$ cat src/rtl/mem_arbiter.sv
// Round-robin arbiter that shares one memory bus between the cpu and the GEMM accelerator DMA.
// One access is in flight at a time; a BUSY phase that runs too long is aborted with an error.
module mem_arbiter #(
    parameter int unsigned TIMEOUT_CYC = 255
) (
    input  logic        clk,
    input  logic        reset,

    input  logic        cpu_cs,
    input  logic        cpu_rd_wr,
    input  logic [3:0]  cpu_mask,
    input  logic [31:0] cpu_addr,
    input  logic [31:0] cpu_wdata,
    output logic        cpu_valid,
    output logic        cpu_err,
    output logic [31:0] cpu_rdata,

    input  logic        acc_cs,
    input  logic        acc_rd_wr,
    input  logic [3:0]  acc_mask,
    input  logic [31:0] acc_addr,
    input  logic [31:0] acc_wdata,
    output logic        acc_valid,
    output logic        acc_err,
    output logic [31:0] acc_rdata,

    output logic        mem_cs,
    output logic        mem_rd_wr,
    output logic [3:0]  mem_mask,
    output logic [31:0] mem_addr,
    output logic [31:0] mem_wdata,
    input  logic [31:0] mem_rdata,
    input  logic        mem_valid,

    output logic        busy,
    output logic        owner
);

    localparam int unsigned CNT_W = 16;

    typedef enum logic [1:0] {
        ST_IDLE = 2'd0,
        ST_BUSY = 2'd1,
        ST_RESP = 2'd2
    } state_t;

    state_t            state_q;

    // Requester views indexed by port: 0 = cpu, 1 = acc
    logic [1:0]        req_cs;
    logic [1:0]        req_rd_wr;
    logic [1:0][3:0]   req_mask;
    logic [1:0][31:0]  req_addr;
    logic [1:0][31:0]  req_wdata;

    logic              grant;
    logic              last_q;
    logic              owner_q;
    logic              busy_q;

    logic              mem_cs_q;
    logic              mem_rd_wr_q;
    logic [3:0]        mem_mask_q;
    logic [31:0]       mem_addr_q;
    logic [31:0]       mem_wdata_q;

    logic [1:0]        valid_q;
    logic [1:0]        err_q;
    logic [1:0][31:0]  rdata_q;

    logic [CNT_W-1:0]  cnt_q;
    logic [CNT_W:0]    cnt_inc;
    logic              timeout_hit;

    assign req_cs    = {acc_cs,    cpu_cs};
    assign req_rd_wr = {acc_rd_wr, cpu_rd_wr};
    assign req_mask  = {acc_mask,  cpu_mask};
    assign req_addr  = {acc_addr,  cpu_addr};
    assign req_wdata = {acc_wdata, cpu_wdata};

    // Contention goes to whoever was not granted last; a lone requester always wins.
    assign grant = (&req_cs) ? ~last_q : req_cs[1];

    assign cnt_inc     = {1'b0, cnt_q} + (CNT_W+1)'(1);
    assign timeout_hit = (cnt_inc == (CNT_W+1)'(TIMEOUT_CYC));

    always_ff @(posedge clk or negedge reset) begin
        if (!reset) begin
            state_q     <= ST_IDLE;
            last_q      <= 1'b1;
            owner_q     <= 1'b0;
            busy_q      <= 1'b0;
            mem_cs_q    <= 1'b0;
            mem_rd_wr_q <= 1'b0;
            mem_mask_q  <= '0;
            mem_addr_q  <= '0;
            mem_wdata_q <= '0;
            valid_q     <= '0;
            err_q       <= '0;
            rdata_q     <= '0;
            cnt_q       <= '0;
        end else begin
            valid_q <= '0;
            case (state_q)
                ST_IDLE: begin
                    if (|req_cs) begin
                        owner_q     <= grant;
                        last_q      <= grant;
                        mem_rd_wr_q <= req_rd_wr[grant];
                        mem_mask_q  <= req_mask[grant];
                        mem_addr_q  <= req_addr[grant];
                        mem_wdata_q <= req_wdata[grant];
                        mem_cs_q    <= 1'b1;
                        busy_q      <= 1'b1;
                        cnt_q       <= '0;
                        state_q     <= ST_BUSY;
                    end
                end
                ST_BUSY: begin
                    // A completion strobe in the timeout cycle still counts as success.
                    if (mem_valid) begin
                        rdata_q[owner_q] <= mem_rdata;
                        err_q[owner_q]   <= 1'b0;
                        valid_q[owner_q] <= 1'b1;
                        mem_cs_q         <= 1'b0;
                        state_q          <= ST_RESP;
                    end else begin
                        cnt_q <= cnt_inc[CNT_W-1:0];
                        if (timeout_hit) begin
                            rdata_q[owner_q] <= '0;
                            err_q[owner_q]   <= 1'b1;
                            valid_q[owner_q] <= 1'b1;
                            mem_cs_q         <= 1'b0;
                            state_q          <= ST_RESP;
                        end
                    end
                end
                ST_RESP: begin
                    busy_q  <= 1'b0;
                    state_q <= ST_IDLE;
                end
                default: begin
                    busy_q   <= 1'b0;
                    mem_cs_q <= 1'b0;
                    state_q  <= ST_IDLE;
                end
            endcase
        end
    end

    assign cpu_valid = valid_q[0];
    assign cpu_err   = err_q[0];
    assign cpu_rdata = rdata_q[0];
    assign acc_valid = valid_q[1];
    assign acc_err   = err_q[1];
    assign acc_rdata = rdata_q[1];

    assign mem_cs    = mem_cs_q;
    assign mem_rd_wr = mem_rd_wr_q;
    assign mem_mask  = mem_mask_q;
    assign mem_addr  = mem_addr_q;
    assign mem_wdata = mem_wdata_q;

    assign busy  = busy_q;
    assign owner = owner_q;

`ifndef SYNTHESIS
    a_single_valid: assert property (@(posedge clk) disable iff (!reset) !(cpu_valid && acc_valid));
    a_cs_implies_busy: assert property (@(posedge clk) disable iff (!reset) mem_cs |-> busy);
    a_valid_not_cs: assert property (@(posedge clk) disable iff (!reset) (cpu_valid || acc_valid) |-> !mem_cs);
`endif

endmodule

$ cat config.mk
export PLATFORM = sky130hd
export DESIGN_NAME = mem_arbiter
export DESIGN_NICKNAME = d
export VERILOG_FILES = /design/src/rtl/mem_arbiter.sv
export SDC_FILE = /design/constraint.sdc
export NUM_CORES = 1
export LEC_CHECK = 0
export ABC_CLOCK_PERIOD_IN_PS = 4500
export CAP_MARGIN = 20
export CELL_PAD_IN_SITES_DETAIL_PLACEMENT = 0
export CELL_PAD_IN_SITES_GLOBAL_PLACEMENT = 1
export CORE_ASPECT_RATIO = 0.7
export CORE_UTILIZATION = 33
export CTS_CLUSTER_SIZE = 14
export DETAILED_ROUTE_END_ITERATION = 8
export PLACE_DENSITY_LB_ADDON = 0.1
export SLEW_MARGIN = 20
export SYNTH_ARGS = -nofsm -noshare
export SYNTH_HDL_FRONTEND = slang
export SYNTH_SLANG_ARGS = --single-unit
$ cat constraint.sdc
create_clock -name clk -period 4.5 [get_ports clk]
set_input_delay 0.9 -clock clk [delete_from_list [all_inputs] [get_ports clk]]
set_output_delay 0.9 -clock clk [all_outputs]
set_load 0.1 [all_outputs]
* Word level (Yosys, flattened, before mapping)
Cells that the tools add are included.
Cells by class: $add $sub $neg 1, $lt $le $gt $ge 3, eq/ne operators 6, muxes and demuxes 33, bitwise logic cells 8, reduce and logical (&&, ||, !) cells 12
Operators with widths (count):
- 32-bit two-way mux | 5
- 64-bit two-way mux | 2
- 64-bit AND | 1
- 64-bit bitwise mux | 1
- 64-bit NOT | 1
- 32-bit demux with 1-bit select | 1
- 16-bit two-way mux | 2
- 16-bit case mux with 2 select lines | 1
- 16-bit by 1-bit adder with 17-bit output (second input constant) | 1
- 17-bit by 8-bit == test with 1-bit output (second input constant) | 1
- 2-bit two-way mux | 8
- 2-bit AND reduction | 5
- 4-bit two-way mux | 2
- 1-bit two-way mux | 7
- 3-bit AND reduction | 2
- 1-bit by 2-bit < comparator with 1-bit output (second input constant) | 2
- 2-bit != test (second input constant) | 2
- 2-bit case mux with 2 select lines | 1
- 2-bit nonzero test | 2
- 3-bit != test (second input constant) | 1
- 1-bit NOT | 3
- 1-bit case mux with 3 select lines | 1
- 2-bit AND | 1
- 2-bit by 1-bit == test with 1-bit output (second input constant) | 1
- 9 further kinds | 9
Storage, ports and cells: register bits after elaboration 159, input port bits 175, output and inout port bits 140, logic and storage cells 77

* Depth between registers and ports, before layout
Gate-level depths: netlist (run 1).
depth in word-level cells 8, mapped depth 8, depth with buffers taken out 7

* Worst setup path after synthesis (run 1)
No wires, ideal clock.
kind register to register, start point reg cnt_q[0], end point reg rdata_q (netlist bit cpu_rdata[13]), setup time 127 ps, arrival time 2385 ps, required time 4373 ps, path slack 1988 ps, stages on the path, launching flop included 9, buffers on the path 1, period minus slack after synthesis 2512 ps, path through dfrtp_1 -> ha_1 -> nand3_1 -> or3_1 -> a2111oi_2 -> o311ai_2 -> nor4_4 -> buf_2 -> o21ai_0
Between the ends: word-level cells in the longest chain between the ends 4
Ends and longest elaborated chain:
- start, declared | RTL line 71 | logic [CNT_W-1:0] cnt_q;
- start signal, assigned | RTL line 128 | cnt_q <= cnt_inc[CNT_W-1:0];
- 16-bit by 1-bit adder with 17-bit output | RTL line 84 | assign cnt_inc = {1'b0, cnt_q} + (CNT_W+1)'(1);
- 17-bit by 8-bit == test with 1-bit output | RTL line 85 | assign timeout_hit = (cnt_inc == (CNT_W+1)'(TIMEOUT_CYC));
- 2-bit nonzero test (no source line)
- 2-bit AND reduction (no source line)
- end signal, assigned by index | RTL line 122 | rdata_q[owner_q] <= mem_rdata;
- end, declared | RTL line 69 | logic [1:0][31:0] rdata_q;
No other way between the ends. A chain may end at the register's enable or synchronous reset.

* Final worst setup path (run 1)
start point reg owner_q, in the netlist owner, end point out owner
RTL lines:
- start, declared | RTL line 58 | logic owner_q;
- start signal, assigned | RTL line 107 | owner_q <= grant;
- end, declared | RTL line 36 | output logic owner
No word-level cell between the ends.

==> results.yml, run 1 <==
cells_and_area:
  fin_util_pct: 53.2
  multiInputGateArea_sq_um: 2880
  num-fill-cells: 1926
  final-seq-area_sq_um: 3980
  syn_to_final_growth_pct: 57.1
  finalNetCount: 1216
  antenna_cells_inserted: 0
  finished_cell_area_sq_um: 11100
  post_route_cells_drive_above_1_share_pct: 6.18
  final-instance-count-excl-fill: 1328
clocking:
  clock_insertion_delay_worst_skew_ns: 0.42
  ctsResizeCount: 0
  post_cts.repair.setup_buffers: 0
  cts_tree: "yes"
  cts.reportedPaths.clkPinSlew_ns: 0.07
  tritoncts.num_buffers: 17
  cts_sinks: 159
  cts_hold_buf: 0
  clock-root-buffer: "clkbuf_16"
  max_clock_buf_depth: 2
  htree_num_levels: 4
floorplan:
  initial_core_util_pct: 33.8
  core_sq_um: 20900
  die_width_um: 177
  rows: 44
  io_pins: 315
  die_y_um: 124
  fp.dieArea_sq_um: 22000
global_routing:
  pin_count_of_the_biggest_net_entering_global_routing: 143
  grt_overflow_total: 0
  grt_pass1_vias: 6355
  antenna_found_initial: 0
  grt_usage_pct: 21.3
  grt_pass1_wl_um: 36200
synth:
  async_reset_ff_share_pct: 100
  synth_cell_types: 43
  synth-edff-count: 0
  synth_top_cell_by_area: "dfrtp_1"
  yosys-top-cells-area: "dfrtp_1 (56%), nand2_1 (11%), mux2i_1 (9.8%), o21ai_0 (8.9%), o21ai_1 (2.5%)"
  top_cell_type_s_share_of_synthesized_area_pct: 56.0
  synthesis.area_sq_um: 7060
  syn-instance-count: 740
  synthFlopType: "dfrtp_1"
  synth_warnings: 0
  postSynthAreaPerCell_sq_um: 9.54
  synth-seq-cells: 159
  yosysSeqAreaShare_pct: 56.4
  syn-num-nets: 917
detailed_routing:
  initialDrtViolationCount: 349
  antenna_left: 0
  totalWireLength_um: 22700
  drtPass1Iterations: 5
  vias_per_cell: 4.75
  num_vias: 6302
  detail_route.wl_per_cell_um: 17.1
  drc_errors: 0
critical_path:
  timing.setup.critical_path_class: "reg2out"
  worst_path_dominant_cell_family: "buffers and inverters"
  cell_with_the_biggest_individual_delay_on_the_critical_path: "clkdlybuf4s50_1"
  start_kind: "register"
  critical_path_peak_fanout: 8
  worstPathBufferInverterCount: 1
  timing.critical_path.cells: "clkdlybuf4s50_1"
  max_stage_delay_ns: 1.23
  worstPathRequired_ns: 3.60
  kind_of_capture_point_of_the_worst_setup_path: "output port"
  arrival_ns: 2.18
sta:
  final_number_of_setup_violating_endpoints: 0
  slew_viol_final: 0
  worst_slew_pin_slew_ns: 1.08
  setup_repair_after_global_routing_missed_its_margin: "false"
  setup_total_negative_slack_ns: 0
  finalCritPeriodShare_pct: 68.4
  crit_path_time_final_ns: 3.08
  hold_violations: 0
  fin_skew_ns: 0.0127
  maxClockFrequency_mhz: 325
  timing.slew.headroom_pct: 27.6
placed_design:
  post_dp_cell_area_sq_um: 10500
  finalWeightedCongestion: 0.794
  port-buffer-count: 314
  hpwl_um: 16500
  dp.cells: 1296
outcome:
  outcome: "finished clean"
job:
  max_cap_violations: 0
min_path:
  hold_class: "reg2reg"
synth_stat cells, types with 3 or more instances:
cell type and n:
clkbuf_1 37, nor2_1 16, o31ai_1 3, inv_1 4, buf_1 6, dfrtp_1 158
nand3_1 8, or2_2 3, nand4_1 7, or3_1 3, nand2_1 214, xnor2_1 4
o21ai_1 35, mux2i_1 69, clkbuf_2 3, o21ai_0 125, o21a_1 3, buf_2 6
and3_1 3
per-layer routing:
layer	part of all wire (%)	up-vias	global-route usage [%]
li1	-	3099	-
met1	48	2971	30.4
met2	44	215	32.1
met3	6.6	17	5.34
met4	1.5	0	5.63
met5	0	-	0
placed cells by master, fill, tap and decap left out, drive strengths merged, types with 3 or more instances in the layout:
cell type,instances
o21a,3
or2,3
nand2,214
and3,3
buf,20
clkinv,3
nand4,7
nor3,3
mux2i,69
or3,3
nand3,8
clkdlybuf4s50,313
nor2,16
o31ai,3
inv,13
xnor2,4
nor4,3
dfrtp,158
clkbuf,18
o21ai,160
through the flow:
step | hold slack (ns) | worst slack, ns
global placement | 0.460 | 1.37
CTS | 0.484 | 1.38
global route | 0.503 | 1.20
floorplan | 0.466 | 1.99
finish | 0.478 | 1.42
detailed placement | 0.469 | 1.36
cell families after synthesis:
logic type	Yosys count	synth area share [%]
compound gates	179	13.5
flops	159	56.4
buf+inv	57	3.24
fa+ha+maj	2	0.354
xor+xnor	6	0.744
simple gates	266	15.7
mux	71	10.1
cell type report:
type                            count  share of cell area (%)
Clock buffer                       18                    3.96
Clock inverter                     14                    1.09
Inverter                            4                   0.135
Multi-Input combinational cell    524                    26.0
Sequential cell                   159                    35.9
Tap cell                          276                    3.11
Timing Repair Buffer              333                    29.8
path summary, 6_finish.rpt:
check | from | endpoint | slack (ns) | depth (start not counted)
min | mem_addr[21]$_DFFE_PN0P_ | mem_addr[21]$_DFFE_PN0P_ | 0.48 | 2
min in group asynchronous | reset | acc_rdata[26]$_DFFE_PN0P_ | 0.55 | 1
max in group asynchronous | reset | mem_addr[23]$_DFFE_PN0P_ | 3.06 | 2
max reg2reg | cnt_q[0]$_DFFE_PN0P_ | cpu_rdata[31]$_DFFE_PN0P_ | 1.47 | 8
max | owner$_DFFE_PN0P_ | owner | 1.42 | 1
min reg2reg | mem_addr[21]$_DFFE_PN0P_ | mem_addr[21]$_DFFE_PN0P_ | 0.48 | 2
state kept, by name (all words and copies together), names as in the netlist, named ones only:
register   count
mem_cs         1
mem_addr      32
last_q         1
state_q        2
mem_rd_wr      1
cpu_rdata     32
cnt_q         16
valid_q        2
mem_mask       4
owner          1
acc_rdata     32
mem_wdata     32
busy           1
Power of run 1 is left out: the tool's default activity adds up to more than one toggle a clock period on the data nets, which glitch-free logic cannot reach.
==> run 2, diff against run 1 <==
- ABC_CLOCK_PERIOD_IN_PS: 4500 -> 2800
- CORE_UTILIZATION: 33 -> 28
- clock period: 4.5 -> 2.8 ns (I/O delays scaled with it)
==> run 2 against run 1 <==
Compared with the run above: hold slack lost 0.41 ns; wire length rose by 2.4%; clock-buffer cell count shrank 1; worst setup slack got worse by 1.3 ns; critical path depth is 7 higher.
==> results.yml, run 2 (same netlist as run 1, synthesis figures left out) <==
outcome:
  outcome: "finished clean"
cells_and_area:
  finalNetCount: 1223
  antenna_cells_inserted: 0
  layout_common_cells: "nand2_1 (214), clkdlybuf4s50_1 (173), buf_4 (158)"
  num-fill-cells: 2492
  layout_commonest_cell: "nand2_1"
  post_route_cells_drive_above_1_share_pct: 20.3
  syn_to_final_growth_pct: 55.2
critical_path:
  arrival_ns: 2.97
  worstPathRequired_ns: 3.10
  reg2reg_setup_slack_ns: 0.13
  start_kind: "register"
  timing.reg2reg.worst_path_depth: 8
  worst_r2r_dst: "cpu_rdata[2]$_DFFE_PN0P_"
  kind_of_capture_point_of_the_worst_setup_path: "register"
  timing.setup.critical_path_class: "reg2reg"
  critical_path_peak_fanout: 17
  critical_path.reg2reg.startpoint: "cnt_q[4]$_DFFE_PN0P_"
clocking:
  htree_num_levels: 4
  cts_tree: "yes"
  clock-root-buffer: "clkbuf_16"
  max_clock_buf_depth: 2
  cts.reportedPaths.clkPinSlew_ns: 0.07
  tritoncts.num_buffers: 17
  clock_insertion_delay_worst_skew_ns: 0.42
  cts_hold_buf: 0
  cts_sinks: 159
min_path:
  hold_class: "in2async"
global_routing:
  grt_pass1_wl_um: 35600
  pin_count_of_the_biggest_net_entering_global_routing: 121
  grt_overflow_total: 0
  antenna_found_initial: 3
  grt_usage_pct: 18.1
  grt_pass1_vias: 6239
detailed_routing:
  drtPass1Iterations: 4
  vias_per_cell: 4.54
  initialDrtViolationCount: 412
  antenna_left: 0
  detail_route.wl_per_cell_um: 16.8
  drc_errors: 0
  totalWireLength_um: 23300
  num_vias: 6282
sta:
  final_number_of_setup_violating_endpoints: 0
  crit_path_time_final_ns: 2.67
  setup_total_negative_slack_ns: 0
  fin_skew_ns: 0.0118
  hold_violations: 0
  finalCritPeriodShare_pct: 95.2
  worst_slew_pin_slew_ns: 0.717
  maxClockFrequency_mhz: 375
  slew_viol_final: 0
  timing.slew.headroom_pct: 52.2
  setup_repair_after_global_routing_missed_its_margin: "false"
job:
  max_cap_violations: 0
floorplan:
  core_sq_um: 24700
  fp.dieArea_sq_um: 25900
  die_y_um: 135
  io_pins: 315
  die_width_um: 192
  rows: 48
  initial_core_util_pct: 28.6
placed_design:
  hpwl_um: 17100
  finalWeightedCongestion: 0.808
  port-buffer-count: 314
[run 2: worst max-delay path by stage]
stage / startpoint / end / slack [ns] / cells after the start
after detailed placement: cnt_q[1]$_DFFE_PN0P_ / cpu_rdata[13]$_DFFE_PN0P_ / 0.11 / 8
after global placement: cnt_q[1]$_DFFE_PN0P_ / cpu_rdata[17]$_DFFE_PN0P_ / 0.20 / 8
final: cnt_q[4]$_DFFE_PN0P_ / cpu_rdata[2]$_DFFE_PN0P_ / 0.13 / 8
after floorplan: cnt_q[0]$_DFFE_PN0P_ / cpu_rdata[13]$_DFFE_PN0P_ / 0.29 / 8
after CTS: cnt_q[1]$_DFFE_PN0P_ / cpu_rdata[14]$_DFFE_PN0P_ / 0.09 / 8
after global routing: cnt_q[4]$_DFFE_PN0P_ / cpu_rdata[9]$_DFFE_PN0P_ / 0.003 / 8
[run 2: what timing repair did]
item,in CTS,in global routing
endpoints found under the setup margin,0,66
gates resized for setup,0,5
setup buffers,0,1
[run 2: per-layer routing]
metal | up-vias | wire, um | track usage, %
met4 | 4 | 311 | 5.34
met2 | 225 | 9750 | 25.3
li1 | 3126 | - | -
met3 | 25 | 2130 | 6.68
met5 | - | 23 | 0
met1 | 2902 | 11100 | 25.7
[run 2: layout make-up]
type                            instances  area [sq um]  share of cell area (%)
Timing Repair Buffer                  340          3090                    28.2
Inverter                                4          15.0                   0.137
Clock buffer                           17           425                    3.88
Clock inverter                         15           131                    1.20
Tap cell                              325           407                    3.71
Sequential cell                       159          3980                    36.3
Multi-Input combinational cell        524          2910                    26.5
[run 2: per-stage QoR]
stage               hold slack (ns)  setup slack (ns)  instances  cell area (sq um)  util (%)
finish                       0.0642             0.133       1384              11000      44.4
global route                 0.0916           0.00292       1384              11000      44.4
CTS                          0.0813            0.0914       1382              10900      44.2
detailed placement            0.471             0.111       1350              10300      41.9
global placement              0.463             0.201       1350              10300      41.9
floorplan                     0.264             0.288        740               7060         -
[run 2: worst max-delay path, cell delays in order, from the launching register on]
cell and delay (ns):
dfrtp_1 0.44, nand2_1 0.25, or4b_1 0.62, a2111oi_4 0.28, o311ai_4 0.21, nor4_4 0.28
buf_4 0.18, clkbuf_16 0.19, o21ai_1 0.09
Power of run 2 is left out for the same reason.
